==> src/rtl/hazard_scoreboard_pkg.sv <==
// Shared ISA constants for the hazard scoreboard: register-file addressing
// and the encoding of the multi-cycle-unit (MDU) sequencer states.
package hazard_scoreboard_pkg;

    localparam int         REG_ADDR_W = 5;
    localparam logic [4:0] REG_X0     = 5'd0;

    localparam int         MDU_STATE_W = 2;
    localparam logic [1:0] MDU_IDLE    = 2'd0;
    localparam logic [1:0] MDU_BUSY    = 2'd1;
    localparam logic [1:0] MDU_DONE    = 2'd2;

endpackage

==> src/rtl/hazard_scoreboard_fwd_select.sv <==
// Single-port forwarding priority matcher: picks the youngest forwarding
// stage that writes the requested source register, or 0 for the register file.
module fwd_select
    import hazard_scoreboard_pkg::*;
#(
    parameter int NUM_FWD = 2,
    parameter int SEL_W   = 2
) (
    input  logic [4:0]           rs,
    input  logic [NUM_FWD*5-1:0] rd_fwd,
    input  logic [NUM_FWD-1:0]   regwrite_fwd,
    output logic [SEL_W-1:0]     sel
);

    // Scan oldest to youngest so the lowest matching index wins.
    always_comb begin
        sel = '0;
        for (int i = NUM_FWD - 1; i >= 0; i--) begin
            if (regwrite_fwd[i] && (rd_fwd[i*5 +: 5] != REG_X0) &&
                (rd_fwd[i*5 +: 5] == rs)) begin
                sel = SEL_W'(i + 1);
            end
        end
    end

endmodule

==> src/rtl/hazard_scoreboard.sv <==
// Pipeline hazard unit: operand forwarding, load-use and scoreboard stalls,
// and the sequencer tracking one outstanding multi-cycle (MDU) operation.
module hazard_scoreboard
    import hazard_scoreboard_pkg::*;
#(
    parameter int  NUM_RD  = 2,
    parameter int  NUM_FWD = 2,
    parameter int  MDU_LAT = 4,
    localparam int SEL_W   = $clog2(NUM_FWD + 1)
) (
    input  logic                    clk,
    input  logic                    rst_n,
    input  logic [NUM_RD*5-1:0]     rs_id,
    input  logic [NUM_RD*5-1:0]     rs_ex,
    input  logic [NUM_FWD*5-1:0]    rd_fwd,
    input  logic [NUM_FWD-1:0]      regwrite_fwd,
    input  logic [4:0]              ex_rd,
    input  logic                    ex_regwrite,
    input  logic                    ex_is_load,
    input  logic                    issue_valid,
    input  logic                    issue_mdu,
    input  logic [4:0]              issue_rd,
    input  logic                    flush,
    output logic [NUM_RD*SEL_W-1:0] fwd_sel,
    output logic                    stall,
    output logic                    mdu_wb_valid,
    output logic [4:0]              mdu_wb_rd,
    output logic                    mdu_busy
);

    logic [MDU_STATE_W-1:0] state_q, state_d;
    logic [3:0]             cnt_q, cnt_d;
    logic [4:0]             rd_q, rd_d;
    logic [31:0]            pending_q, pending_d;

    logic load_use_haz, sb_haz, struct_haz, mdu_accept;

    genvar gi;
    generate
        for (gi = 0; gi < NUM_RD; gi++) begin : g_fwd
            fwd_select #(
                .NUM_FWD (NUM_FWD),
                .SEL_W   (SEL_W)
            ) u_fwd_select (
                .rs           (rs_ex[gi*5 +: 5]),
                .rd_fwd       (rd_fwd),
                .regwrite_fwd (regwrite_fwd),
                .sel          (fwd_sel[gi*SEL_W +: SEL_W])
            );
        end
    endgenerate

    assign mdu_busy     = (state_q != MDU_IDLE);
    assign mdu_wb_valid = (state_q == MDU_DONE);
    assign mdu_wb_rd    = rd_q;

    always_comb begin
        load_use_haz = 1'b0;
        sb_haz       = 1'b0;
        for (int p = 0; p < NUM_RD; p++) begin
            if (ex_is_load && ex_regwrite && (ex_rd != REG_X0) &&
                (ex_rd == rs_id[p*5 +: 5])) begin
                load_use_haz = 1'b1;
            end
            if (pending_q[rs_id[p*5 +: 5]]) begin
                sb_haz = 1'b1;
            end
        end
        // WAW: do not let a younger write overtake the outstanding MDU result.
        if ((issue_rd != REG_X0) && pending_q[issue_rd]) begin
            sb_haz = 1'b1;
        end
        struct_haz = issue_valid && issue_mdu && mdu_busy;
        stall      = issue_valid && !flush && (load_use_haz || sb_haz || struct_haz);
        mdu_accept = issue_valid && !flush && !stall && issue_mdu;
    end

    always_comb begin
        state_d   = state_q;
        cnt_d     = cnt_q;
        rd_d      = rd_q;
        pending_d = pending_q;
        case (state_q)
            MDU_IDLE: begin
                if (mdu_accept) begin
                    state_d = MDU_BUSY;
                    cnt_d   = 4'(MDU_LAT - 1);
                    rd_d    = issue_rd;
                end
            end
            MDU_BUSY: begin
                // Counter hits zero as DONE is entered, so writeback lands MDU_LAT cycles after issue.
                cnt_d = cnt_q - 4'd1;
                if (cnt_q == 4'd1) begin
                    state_d = MDU_DONE;
                end
            end
            MDU_DONE: begin
                state_d          = MDU_IDLE;
                pending_d[rd_q]  = 1'b0;
            end
            default: begin
                state_d = MDU_IDLE;
            end
        endcase
        if (mdu_accept && (issue_rd != REG_X0)) begin
            pending_d[issue_rd] = 1'b1;
        end
        pending_d[0] = 1'b0;
    end

    always_ff @(posedge clk or negedge rst_n) begin
        if (!rst_n) begin
            state_q   <= MDU_IDLE;
            cnt_q     <= 4'd0;
            rd_q      <= 5'd0;
            pending_q <= 32'd0;
        end else begin
            state_q   <= state_d;
            cnt_q     <= cnt_d;
            rd_q      <= rd_d;
            pending_q <= pending_d;
        end
    end

endmodule

==> config.mk <==
export PLATFORM = sky130hd
export DESIGN_NAME = hazard_scoreboard
export DESIGN_NICKNAME = d
export VERILOG_FILES = /design/src/rtl/hazard_scoreboard_pkg.sv /design/src/rtl/hazard_scoreboard_fwd_select.sv /design/src/rtl/hazard_scoreboard.sv
export SDC_FILE = /design/constraint.sdc
export NUM_CORES = 1
export LEC_CHECK = 0
export ABC_AREA = 1
export CORE_ASPECT_RATIO = 0.8
export CORE_UTILIZATION = 54
export CTS_CLUSTER_SIZE = 24
export DETAILED_ROUTE_END_ITERATION = 8
export PLACE_DENSITY = 0.81
export SYNTH_ARGS = -nofsm -noshare
export SYNTH_HDL_FRONTEND = slang
export SYNTH_SLANG_ARGS = --single-unit
==> constraint.sdc <==
create_clock -name clk -period 2.1 [get_ports clk]
set_input_delay 0.42 -clock clk [delete_from_list [all_inputs] [get_ports clk]]
set_output_delay 0.42 -clock clk [all_outputs]
set_load 0.01 [all_outputs]
======== Word level (Yosys, flattened, before mapping) ========
Index checks and enable logic that the tools add are counted.
word-level totals
  register bits ........................... 42
  output and inout port bits .............. 12
  logic and storage cells ................. 85
  input bits .............................. 49
operators by class
  add/subtract/negate cells ............... 1
  eq/ne operators ......................... 11
  bitwise logic cells ..................... 3
  magnitude comparators ................... 6
  reductions and logical operators ........ 34
  muxes and demuxes ....................... 26
operators with widths
  operator                                                                number
  32-bit 2-to-1 mux                                                       2
  32-bit bitwise AND                                                      1
  32-bit inverter                                                         1
  32-bit OR                                                               1
  5-bit == test                                                           6
  5-bit by 6-bit < comparator with 1-bit output (second input constant)   4
  1-bit logical AND                                                       20
  5-bit nonzero test                                                      4
  1-bit binary-select mux with 5-bit select                               3
  2-bit 2-to-1 mux                                                        6
  1-bit demux with 5-bit select                                           2
  5-bit by 1-bit >= comparator with 1-bit output (second input constant)  2
  1-bit 2-to-1 mux                                                        10
  4-bit case mux with 2 select lines                                      1
  2-bit AND reduction                                                     3
  4-bit by 1-bit == test with 1-bit output (second input constant)        1
  4-bit 2-to-1 mux                                                        1
  2-bit inequality test (second input constant)                           2
  2-bit case mux with 2 select lines                                      1
  2-bit nonzero test                                                      2
  4-bit by 1-bit subtractor with 4-bit output (second input constant)     1
  2-bit by 1-bit == test with 1-bit output (second input constant)        1
  2-bit == test (second input constant)                                   1
  1-bit logical NOT                                                       2
  other kinds (2)                                                         3

======== Longest topological paths before layout ========
Gate-level depths: netlist of run 1.
  depth in word-level cells ............... 13
  mapped depth ............................ 16
  depth with buffers taken out ............ 14

======== Cells and area by module ========
From an unflattened synthesis of run 1, not the netlist that was laid out.
second synthesis, totals
  cells, all modules ...................... 656
  area, all modules ....................... 3737.3 um^2
modules (own cells, without submodules)
  module             sequential area each (um^2)  cells an instance  times used  area each (um^2)
  hazard_scoreboard  1051.0                       556                1           3294.4
  fwd_select         0.0                          50                 2           221.5

======== Worst setup path before layout of run 1 ========
Ideal clock, no wire load.
  kind .................................... input-to-output
  start point ............................. in rs_id[1]
  end point ............................... out stall
  buffers on the path ..................... 1
  cell stages on the path ................. 12
  data arrival time ....................... 1.441 ns
  path slack .............................. 0.239 ns
  data required time ...................... 1.680 ns
  path through ............................ buf_4 > clkinv_1 > nand2_1 > nand2_1 > nand2_1 > nor2_1 > nand3_1 > nand3_1 > nor2_2 > nand3_2 > nand2_1 > inv_1
between the ends
  word-level cells in the longest chain between the ends .. 8
  elaborated cells on any way between the ends .. 12
  those cells by class .................... eq/ne (1); mux (7); reduce/logical (4)
RTL lines
  item                                       line                     source
  start, declared                            hazard_scoreboard.sv:13  input logic [NUM_RD*5-1:0] rs_id,
  1-bit binary-select mux with 5-bit select  hazard_scoreboard.sv:65  if (pending_q[rs_id[p*5 +: 5]]) begin
  1-bit 2-to-1 mux (not written as such)     hazard_scoreboard.sv:65
  1-bit 2-to-1 mux (2 in series)             hazard_scoreboard.sv:65
  1-bit 2-to-1 mux                           hazard_scoreboard.sv:70  if ((issue_rd != REG_X0) && pending_q[issue_rd]) begin
  1-bit logical OR * (2 in series)           hazard_scoreboard.sv:74  stall = issue_valid && !flush && (load_use_haz || sb_haz || struct_haz);
  1-bit logical AND *                        hazard_scoreboard.sv:74
  end, declared                              hazard_scoreboard.sv:25  output logic stall,
Every way passes the cells marked *; elsewhere a longest branch is shown, timed or not. The select of a mux whose other input is x is not followed.

======== Worst setup path after layout of run 1 ========
  start point ............................. in issue_rd[0]
  end point ............................... reg pending_q[3]
between the ends
  word-level cells in the longest chain between the ends .. 12
  elaborated cells on any way between the ends .. 19
  those cells by class .................... order compare (2); mux (6); bitwise (1); reduce/logical (10)
RTL lines
  item                                       line                      source
  start, declared                            hazard_scoreboard.sv:22   input logic [4:0] issue_rd,
  1-bit binary-select mux with 5-bit select  hazard_scoreboard.sv:70
  1-bit 2-to-1 mux (not written as such)     hazard_scoreboard.sv:70
  1-bit logical AND                          hazard_scoreboard.sv:70
  1-bit 2-to-1 mux                           hazard_scoreboard.sv:70
  1-bit logical OR (2 in series)             hazard_scoreboard.sv:74
  1-bit logical AND                          hazard_scoreboard.sv:74
  1-bit logical NOT                          hazard_scoreboard.sv:75   mdu_accept = issue_valid && !flush && !stall && issue_mdu;
  1-bit logical AND (2 in series)            hazard_scoreboard.sv:75
  1-bit logical AND                          hazard_scoreboard.sv:106  if (mdu_accept && (issue_rd != REG_X0)) begin
  32-bit 2-to-1 mux *                        hazard_scoreboard.sv:106
  named net pending_d[3]                     hazard_scoreboard.sv:34   logic [31:0] pending_q, pending_d;
  end signal, assigned                       hazard_scoreboard.sv:122  pending_q <= pending_d;
  end, declared                              hazard_scoreboard.sv:34
Mark *: on every way through the listed nets, which the timed path passes. The rest lies on a longest branch. The select of a mux whose other input is x is not followed.
A chain may end at the register's enable or synchronous reset.

==> results of run 1 <==
[registers in the layout, indices dropped and copies added, names as in the netlist]
name	flops
cnt_q	4
mdu_wb_rd	5
state_q	2
pending_q	31
[worst max-delay path by stage]
stage	startpoint	to	slack, ns	cells after the start
4_1_cts	pending_q[23]	stall	-0.08	13
3_3_place_gp	issue_rd[3]	stall	-0.78	12
2_1_floorplan	rs_id[1]	stall	0.24	12
3_5_place_dp	issue_rd[3]	stall	-0.86	12
6_report	issue_rd[0]	pending_q[3]	-0.22	19
5_1_grt	issue_rd[0]	pending_q[3]	-0.26	19
[cells in the mapped netlist, types with 4 or more instances]
library cell               instances
sky130_fd_sc_hd__inv_1            73
sky130_fd_sc_hd__nand2_1         197
sky130_fd_sc_hd__o21ai_1           5
sky130_fd_sc_hd__clkbuf_1          4
sky130_fd_sc_hd__buf_2            10
sky130_fd_sc_hd__nand3_1         116
sky130_fd_sc_hd__dfrtp_1          42
sky130_fd_sc_hd__nor3_1            8
sky130_fd_sc_hd__o21ai_0          38
sky130_fd_sc_hd__buf_4             5
sky130_fd_sc_hd__nor2_1           45
sky130_fd_sc_hd__xor2_1           14
sky130_fd_sc_hd__xnor2_1          12
sky130_fd_sc_hd__nor4_1            4
[cell type report]
cell class	instances	area (µm²)
Clock buffer	7	86.33
Clock inverter	1	5.005
Fill cell	397	1091
Inverter	75	297.8
Multi-Input combinational cell	455	2431
Sequential cell	42	1051
Tap cell	84	105.1
Timing Repair Buffer	142	1301
Timing Repair inverter	1	7.507
[stage by stage]
stage,cells,utilization [%]
2_1_floorplan,591,-
3_3_place_gp,777,73.18
3_5_place_dp,777,73.18
4_1_cts,805,79.73
5_1_grt,807,82.89
6_report,807,82.89
[power by group through the flow]
stage	sequential (µW)	clock (µW)	combinational [µW]
after floorplan	1000	0	488
after global placement	1010	0	895
after detailed placement	1020	0	921
after CTS	1010	542	1000
after global routing	1030	572	1200
final	1020	552	1110
[layer usage]
metal | global-route usage (%) | up-vias | share of wire (%)
met3 | 7.677 | 112 | 14
met4 | 16.92 | 0 | 5.8
met1 | 49.71 | 2189 | 36
met5 | 0 | - | 0
met2 | 59.64 | 477 | 45
li1 | - | 2150 | -
[cell families after synthesis]
group	after synthesis	synth area share [%]
buf+inv	94	10.79
xor+xnor	26	6.397
compound gates	49	7.205
flops	42	29.53
fa+ha+maj	2	0.7029
simple gates	378	45.38
[worst max-delay path: stages]
cell and delay (ns):
sky130_fd_sc_hd__buf_6 0.10, sky130_fd_sc_hd__buf_8 0.13, sky130_fd_sc_hd__buf_6 0.13, sky130_fd_sc_hd__nand2_2 0.07, sky130_fd_sc_hd__nand2_1 0.07, sky130_fd_sc_hd__nand2_1 0.07
sky130_fd_sc_hd__nand2_1 0.07, sky130_fd_sc_hd__nand2_1 0.07, sky130_fd_sc_hd__nand2_1 0.06, sky130_fd_sc_hd__nor2_1 0.10, sky130_fd_sc_hd__nand2_1 0.10, sky130_fd_sc_hd__nor2_2 0.12
sky130_fd_sc_hd__nand3_2 0.08, sky130_fd_sc_hd__buf_4 0.14, sky130_fd_sc_hd__buf_4 0.13, sky130_fd_sc_hd__nor2_4 0.24, sky130_fd_sc_hd__clkbuf_16 0.24, sky130_fd_sc_hd__nand3_1 0.09
sky130_fd_sc_hd__nand2_1 0.10
[repair_timing]
action,CTS,global route
setup buffers,17,3
pin swaps,28,18
setup endpoints to repair,45,46
gates resized for setup,150,45
hold endpoints to repair,0,0
cloned,4,2
==> metrics.yaml, run 1 <==
run:
  max_cap_violations: 0
clock_tree:
  cts_inserted_buffers: 5
  clk_root_buffer_cell: "sky130_fd_sc_hd__clkbuf_8"
  cts_tree: "yes"
  cts_htree_levels: 2
  numClockSinks: 42
  cts_hold_buf: 0
  cts_max_path_buffers: 2
  clkTransAtPathRegs_ns: 0.08
  clk_latency_ns: 0.30
setup_path:
  reg2reg_setup_slack_ns: -0.20
  critical_path_class: "in2reg"
  worst_r2r_endpoint: "pending_q[3]"
  worst_setup_path_end_kind: "register"
  worst_endpoint_data_arrival_time_ns: 2.55
  startpoint_type: "primary input"
  r2r_start: "pending_q[29]"
  critical_path_required_ns: 2.33
  timing.critical_path.fanout_max: 15
  rr_worst_depth: 16
final_layout:
  area_growth_syn_to_layout_pct: 48.47
  antenna_cells: 0
  most-common-layout-cells: "184 x sky130_fd_sc_hd__nand2_1, 99 x sky130_fd_sc_hd__nand3_1, 64 x sky130_fd_sc_hd__buf_4, 61 x sky130_fd_sc_hd__inv_1, 45 x sky130_fd_sc_hd__nor2_1"
  layout_commonest_cell: "sky130_fd_sc_hd__nand2_1"
  drive_gt1_share_pct: 24.34
  nNetsFinal: 773
  stdcell_area_um2: 5285
timing:
  slew-limit-headroom_pct: 63.85
  finalClockSkew_ns: 0.008347
  final.setup.tns_ns: -4.442
  achievable_freq_mhz: 431.7
  timing.final.ws_setup_ns: -0.2167
  final_hold_viol_count: 0
  period_needed_ns: 2.317
  timing.hold.ws_ns: 0.1826
  timing_max_transition_violations_final: 0
  final.period_utilization_pct: 110.3
  unrepaired_setup_endpoints_after_global_routing: "yes"
  worst_pin_slew_ns: 0.5422
  final_setup_violation_count: 32
run_status:
  status: "finished with violations"
  violations: "negative setup slack"
logic_synthesis:
  syn-num-nets: 642
  avgSynthCellArea_um2: 6.023
  post_synth_num_cell_types: 27
  flops_latches_synth: 42
  yosys_warnings: 0
  post_synth_inst_count: 591
  synth_ff_type: "sky130_fd_sc_hd__dfrtp_1"
  number_of_flops_mapped_to_enable_cells_by_yosys: 0
  seq_area_frac_synth_pct: 29.53
  netlist.area_leader.share_pct: 29.53
  synthArstFlopShare_pct: 100.0
  synth_top_area_cell: "sky130_fd_sc_hd__dfrtp_1"
  mappedNetlistArea_um2: 3560
  netlist_top_cells_area: "sky130_fd_sc_hd__dfrtp_1 30%, sky130_fd_sc_hd__nand2_1 21%, sky130_fd_sc_hd__nand3_1 16%, sky130_fd_sc_hd__inv_1 7.7%, sky130_fd_sc_hd__o21ai_0 5.3%"
power_and_ir_drop:
  share_clk_of_total_power_pct: 20.6
  design_power_total_uw: 2683
  leakage_power_total_uw: 0.002537
  share_seq_of_total_power_pct: 38.2
  peakVddDrop_v: 0.0007096
  cellInternalPower_uw: 1632
  pwr-share-comb_pct: 41.3
  swShare_pct: 39.16
  switching_power_total_uw: 1051
  power_density_nw_per_um2: 507.6
worst_hold_path:
  timing.hold.worst.class: "in2async"
die:
  die_x_um: 92.78
  floorplan.io_pins: 61
  initial_core_util_pct: 55.83
  core_area_um2: 6376
  die_height_um: 74.62
  rows: 26
  die_outline_area_um2: 6923
placed_design:
  worst_setup_slack_after_placement_ns: -0.8584
  place_hpwl_mm: 8.903
  finalWeightedCongestion: 0.9506
  placedInstanceArea_um2: 4666
  io_buffers: 60
detailed_routing:
  drtIter0Drc: 609
  drtPass1Iterations: 6
  postRouteWirelength_mm: 14.88
  vias_per_cell: 6.107
  routed_wire_length_per_instance_um: 18.44
  drtAntennaViolNets: 0
  drt_drc_violations_left: 0
  vias: 4928
global_routing:
  initial_antenna_violation_count: 0
  first_global_vias: 4284
  grt_pass1_wl_mm: 20.20
  gr-usage-all-layers_pct: 37.32
  globalRouteOverflowTotal: 0
  grt_start_max_net_pins: 43
Power figures use the tool's default switching activity.
==> run 2, diff against run 1 <==
==> constraint.sdc (replaced) <==
create_clock -name clk -period 2.6 [get_ports clk]
set_input_delay 0.52 -clock clk [delete_from_list [all_inputs] [get_ports clk]]
set_output_delay 0.52 -clock clk [all_outputs]
set_load 0.01 [all_outputs]
==> run 2 against run 1 <==
Against the previous run:
- the run still ends with negative setup slack left
- register-to-register slack improved by 0.40 ns
- worst hold slack improved by 0.17 ns
- total power decreased by 26%
- utilization decreased by 4.6 points
- sequential share of layout area increased by 1.2 points
- sequential cell count unchanged
- first-iteration DRC count decreased by 17%
- combinational power decreased by 30%
- cell count decreased by 1.2%
- die area unchanged
==> metrics.yaml, run 2 (synthesized netlist as in run 1, its figures left out) <==
timing:
  achievable_freq_mhz: 384.2
  slew-limit-headroom_pct: 38.26
  final_setup_violation_count: 1
  timing.hold.ws_ns: 0.3519
  period_needed_ns: 2.603
  timing_max_transition_violations_final: 0
  finalClockSkew_ns: 0.008367
  timing.final.ws_setup_ns: -0.002646
  final.period_utilization_pct: 100.1
  worst_pin_slew_ns: 0.9260
  final_hold_viol_count: 0
run_status:
  status: "finished with violations"
  violations: "negative setup slack"
clock_tree:
  cts_inserted_buffers: 5
  clk_root_buffer_cell: "sky130_fd_sc_hd__clkbuf_8"
  numClockSinks: 42
  clk_latency_ns: 0.29
  cts_hold_buf: 0
  cts_tree: "yes"
  cts_htree_levels: 2
  clkTransAtPathRegs_ns: 0.08
  cts_max_path_buffers: 2
final_layout:
  area_growth_syn_to_layout_pct: 40.32
  multi_input_logic_area_um2: 2243
  filler_cell_count: 493
  regMostFlops: "pending_q"
  stdcell_area_um2: 4995
  largest_reg_flops: 31
  layout_commonest_cell: "sky130_fd_sc_hd__nand2_1"
  drive_gt1_share_pct: 16.83
  final_util_pct: 78.34
  most-common-layout-cells: "196 x sky130_fd_sc_hd__nand2_1, 107 x sky130_fd_sc_hd__nand3_1, 66 x sky130_fd_sc_hd__inv_1, 56 x sky130_fd_sc_hd__buf_4, 45 x sky130_fd_sc_hd__nor2_1"
  nNetsFinal: 764
  antenna_cells: 0
  ff_latch_area_um2: 1051
detailed_routing:
  drtAntennaViolNets: 0
  vias: 4581
  drt_drc_violations_left: 0
  postRouteWirelength_mm: 12.64
  vias_per_cell: 5.748
  drtPass1Iterations: 5
  drtIter0Drc: 503
  routed_wire_length_per_instance_um: 15.86
setup_path:
  worst_setup_path_end_kind: "output port"
  rr_worst_depth: 17
  cp_slowest_cell: "sky130_fd_sc_hd__clkdlybuf4s50_1"
  critical_path_class: "in2out"
  timing.critical_path.fanout_max: 3
  timing.critical_path.slowest_cell_delay_ns: 0.46
  critical_path.endpoint: "fwd_sel[3]"
  worst_endpoint_data_arrival_time_ns: 2.08
  crit_chain: "clkdlybuf4s50_1 > xor2_1 > nor4_1 > nand3_1 > nor2_1 > dlygate4sd2_1"
  r2r_start: "pending_q[20]"
  timing.critical_path.from: "rd_fwd[5]"
  reg2reg_setup_slack_ns: 0.20
  startpoint_type: "primary input"
  critical_path_required_ns: 2.08
  worst_r2r_endpoint: "pending_q[6]"
placed_design:
  place_hpwl_mm: 8.548
  placedInstanceArea_um2: 4626
  io_buffers: 60
  worst_setup_slack_after_placement_ns: -0.5143
  finalWeightedCongestion: 0.9520
global_routing:
  grt_start_max_net_pins: 43
  globalRouteOverflowTotal: 0
  first_global_vias: 3835
  gr-usage-all-layers_pct: 34.51
  grt_pass1_wl_mm: 18.67
  initial_antenna_violation_count: 0
worst_hold_path:
  timing.hold.worst.class: "in2async"
die:
  die_outline_area_um2: 6923
  core_area_um2: 6376
  rows: 26
  die_x_um: 92.78
  die_height_um: 74.62
  initial_core_util_pct: 55.83
  floorplan.io_pins: 61
power_and_ir_drop:
  peakVddDrop_v: 0.0004534
  leakage_power_total_uw: 0.002507
  design_power_total_uw: 1987
  power_density_nw_per_um2: 397.8
run:
  max_cap_violations: 0
-- run 2: cell count changes in the layout (fill, tap and decap cells not counted), sizes merged, moves of 5 or more --
| cell | change |
|---|---|
| buf | -19 |
| clkdlybuf4s50 | +15 |
| dlygate4sd2 | -9 |
| dlymetal6s2s | +9 |
| clkdlybuf4s15 | -5 |
-- run 2: report_power, final --
part / internal (µW) / total, µW / switching (µW) / leakage [µW]
clock: 185 / 397 / 212 / 0.0000383
sequential: 731 / 814 / 82.2 / 0.000415
combinational: 336 / 776 / 440 / 0.00205
-- run 2: final cells by class --
cell class                 count  area share, %
sequential                    42          21.04
timing repair inverter         1         0.1503
clock buffer                   7          1.528
multi-input combinational    455          44.91
tap                           84          2.104
timing repair buffer         133          24.47
inverter                      75          5.787
-- run 2: how the worst min path moves through the flow --
stage | start | end | slack [ns] | depth (start not counted)
floorplan | rst_n | cnt_q[0] | 0.22 | 0
global placement | pending_q[24] | pending_q[24] | 0.49 | 2
detailed placement | pending_q[20] | pending_q[20] | 0.50 | 2
CTS | rst_n | mdu_wb_rd[1] | 0.39 | 1
global route | rst_n | pending_q[27] | 0.45 | 1
finish | rst_n | mdu_wb_rd[1] | 0.35 | 1
-- run 2: critical path, delay by kind of cell --
kind / cells / cell delay (ns)
buffers and inverters: 2 / 0.73
xor gates and xnor gates: 1 / 0.20
and+or+nand+nor: 3 / 0.64
-- run 2: through the flow --
stage	TNS (ns)	std cells
6_report	-0.002646	797
5_1_grt	-0.5229	797
2_1_floorplan	0	591
3_5_place_dp	-5.525	775
4_1_cts	0	791
3_3_place_gp	-3.792	775
-- run 2: per-layer routing --
metal	track usage, %	part of all wire (%)
met1	48.56	40
met2	55.56	45
met3	4.949	12
met4	11.45	2.5
met5	0	0
-- run 2: what timing repair did --
action	CTS	global route
pin swaps	5	10
endpoints found under the hold margin	0	0
endpoints found under the setup margin	5	35
gates resized for setup	49	36
cloned	3	6
setup buffers	6	1
==> run 3, diff against run 2 <==
--- a/config.mk
+++ b/config.mk
@@ -7,10 +7,10 @@
 export LEC_CHECK = 0
 export ABC_AREA = 1
 export CORE_ASPECT_RATIO = 0.8
-export CORE_UTILIZATION = 54
+export CORE_UTILIZATION = 25
 export CTS_CLUSTER_SIZE = 24
 export DETAILED_ROUTE_END_ITERATION = 8
-export PLACE_DENSITY = 0.81
+export SKIP_LAST_GASP = 1
 export SYNTH_ARGS = -nofsm -noshare
 export SYNTH_HDL_FRONTEND = slang
 export SYNTH_SLANG_ARGS = --single-unit
==> constraint.sdc (replaced) <==
create_clock -name clk -period 2.8 [get_ports clk]
set_input_delay 0.56 -clock clk [delete_from_list [all_inputs] [get_ports clk]]
set_output_delay 0.56 -clock clk [all_outputs]
set_load 0.01 [all_outputs]
==> run 3 against run 2 <==
Against the previous run:
- the flow now finishes without violations
- register-to-register slack improved by 0.61 ns
- non-clock buffer count fell by 10
- sequential cell count unchanged
- clock-buffer cell count stayed put
- combinational power fell by 11%
- clock skew decreased by 0.0057 ns
- clock power up 66%
- die area up 110%
- worst hold slack got worse by 0.14 ns
- global-route usage shrank 17 points
- cell count rose by 11%
==> metrics.yaml, run 3 (synthesized netlist as in run 1, its figures left out) <==
die:
  die_outline_area_um2: 14720
  floorplan.io_pins: 61
  core_area_um2: 13740
  rows: 38
  die_x_um: 135.4
  die_height_um: 108.7
  initial_core_util_pct: 25.91
global_routing:
  initial_antenna_violation_count: 0
  gr-usage-all-layers_pct: 17.34
  globalRouteOverflowTotal: 0
  grt_start_max_net_pins: 32
  first_global_vias: 3883
  grt_pass1_wl_mm: 20.18
final_layout:
  final_util_pct: 36.51
  filler_cell_count: 1469
  layout_commonest_cell: "sky130_fd_sc_hd__nand2_1"
  largest_reg_flops: 31
  nNetsFinal: 754
  regMostFlops: "pending_q"
  finish.cell_count_without_fillers: 884
  area_growth_syn_to_layout_pct: 40.91
  antenna_cells: 0
  most-common-layout-cells: "196 x sky130_fd_sc_hd__nand2_1, 116 x sky130_fd_sc_hd__nand3_1, 66 x sky130_fd_sc_hd__inv_1, 54 x sky130_fd_sc_hd__buf_4, 45 x sky130_fd_sc_hd__nor2_1"
  drive_gt1_share_pct: 14.06
clock_tree:
  cts_htree_levels: 2
  cts_inserted_buffers: 5
  clk_root_buffer_cell: "sky130_fd_sc_hd__clkbuf_16"
  cts_tree: "yes"
  clkTransAtPathRegs_ns: 0.06
  cts_max_path_buffers: 2
  clk_latency_ns: 0.29
  numClockSinks: 42
timing:
  slew-limit-headroom_pct: 69.63
  final_setup_violation_count: 0
  timing_max_transition_violations_final: 0
  achievable_freq_mhz: 362.2
  unrepaired_setup_endpoints_after_global_routing: "yes"
  period_needed_ns: 2.761
  worst_pin_slew_ns: 0.4556
  final_hold_viol_count: 0
  finalClockSkew_ns: 0.002618
  timing.hold.ws_ns: 0.2168
  final.period_utilization_pct: 98.60
placed_design:
  finalWeightedCongestion: 0.8931
  place.detailed.instances: 871
  place_hpwl_mm: 9.192
  io_buffers: 60
run_status:
  status: "finished, final reports clean"
detailed_routing:
  vias_per_cell: 4.804
  drtAntennaViolNets: 0
  drtPass1Iterations: 5
  vias: 4247
  postRouteWirelength_mm: 12.34
  drt_drc_violations_left: 0
  drtIter0Drc: 482
  routed_wire_length_per_instance_um: 13.96
power_and_ir_drop:
  share_clk_of_total_power_pct: 31.2
  leakage_power_total_uw: 0.002418
  switching_power_total_uw: 698.1
  power_density_nw_per_um2: 420.2
  share_seq_of_total_power_pct: 36.0
  peakVddDrop_v: 0.0002287
  cellInternalPower_uw: 1410
  pwr-share-comb_pct: 32.8
  swShare_pct: 33.12
setup_path:
  worst_setup_path_end_kind: "output port"
  critical_path_class: "in2out"
  worst_endpoint_data_arrival_time_ns: 2.20
  startpoint_type: "primary input"
  timing.critical_path.fanout_max: 2
  critical_path_required_ns: 2.24
worst_hold_path:
  timing.hold.worst.class: "in2async"
run:
  max_cap_violations: 0
run 3: power by group through the flow:
stage	combinational [µW]	sequential, µW	clock (µW)
after global placement	668	764	0
after detailed placement	671	765	0
final	692	758	658
after floorplan	366	750	0
after CTS	682	755	665
after global routing	774	768	693
run 3: metal layers:
metal  share of wire, %  GRT usage [%]  up-vias
met4                1.0          3.130        0
met1                 50          26.23     1913
li1                   -              -     2108
met5                  0              0        -
met3                8.8          2.557       13
met2                 40          25.86      213
run 3: metrics by stage:
stage	cell area [µm²]	total power, µW	setup slack (ns)	setup TNS, ns
2_1_floorplan	3560	1116	0.6591	0
3_3_place_gp	4758	1432	-0.3628	-1.343
3_5_place_dp	4758	1436	-0.3891	-1.493
4_1_cts	4976	2102	-0.08167	-0.1207
5_1_grt	5016	2235	-0.03894	-0.1033
6_report	5016	2108	0.03907	0
run 3: worst max-delay path, cell delays in order:
cell	delay, ns
sky130_fd_sc_hd__clkdlybuf4s50_1	0.42
sky130_fd_sc_hd__or4_1	0.54
sky130_fd_sc_hd__o21ai_2	0.17
sky130_fd_sc_hd__buf_4	0.13
sky130_fd_sc_hd__nor4_2	0.03
sky130_fd_sc_hd__buf_4	0.13
sky130_fd_sc_hd__clkdlybuf4s15_1	0.21
run 3: timing repair:
item	4_1_cts	5_1_grt
pin swaps	1	4
endpoints found under the hold margin	0	0
gates resized for setup	24	29
hold buffers	0	0
cloned	1	1
buffers inserted	1	2
endpoints found under the setup margin	5	4
run 3: area by class of cell:
type	instances	area, µm²	share of cell area (%)
tap	180	225.2	4.490
sequential	42	1051	20.95
multi-input combinational	455	2163	43.13
timing repair inverter	1	7.507	0.1497
timing repair buffer	123	1116	22.25
clock buffer	7	132.6	2.644
inverter	75	290.3	5.787
clock inverter	1	30.03	0.5987
run 3: worst paths after layout:
kind,start,to,slack (ns),cells after the start
worst max register to register,pending_q[22],pending_q[3],0.81,15
worst min register to register,pending_q[22],pending_q[22],0.53,2
worst min-delay path,rst_n,pending_q[4],0.22,1
worst max-delay path,rd_fwd[3],fwd_sel[2],0.04,7
min in group clk,pending_q[22],pending_q[22],0.53,2
max in group asynchronous,rst_n,cnt_q[0],1.89,2
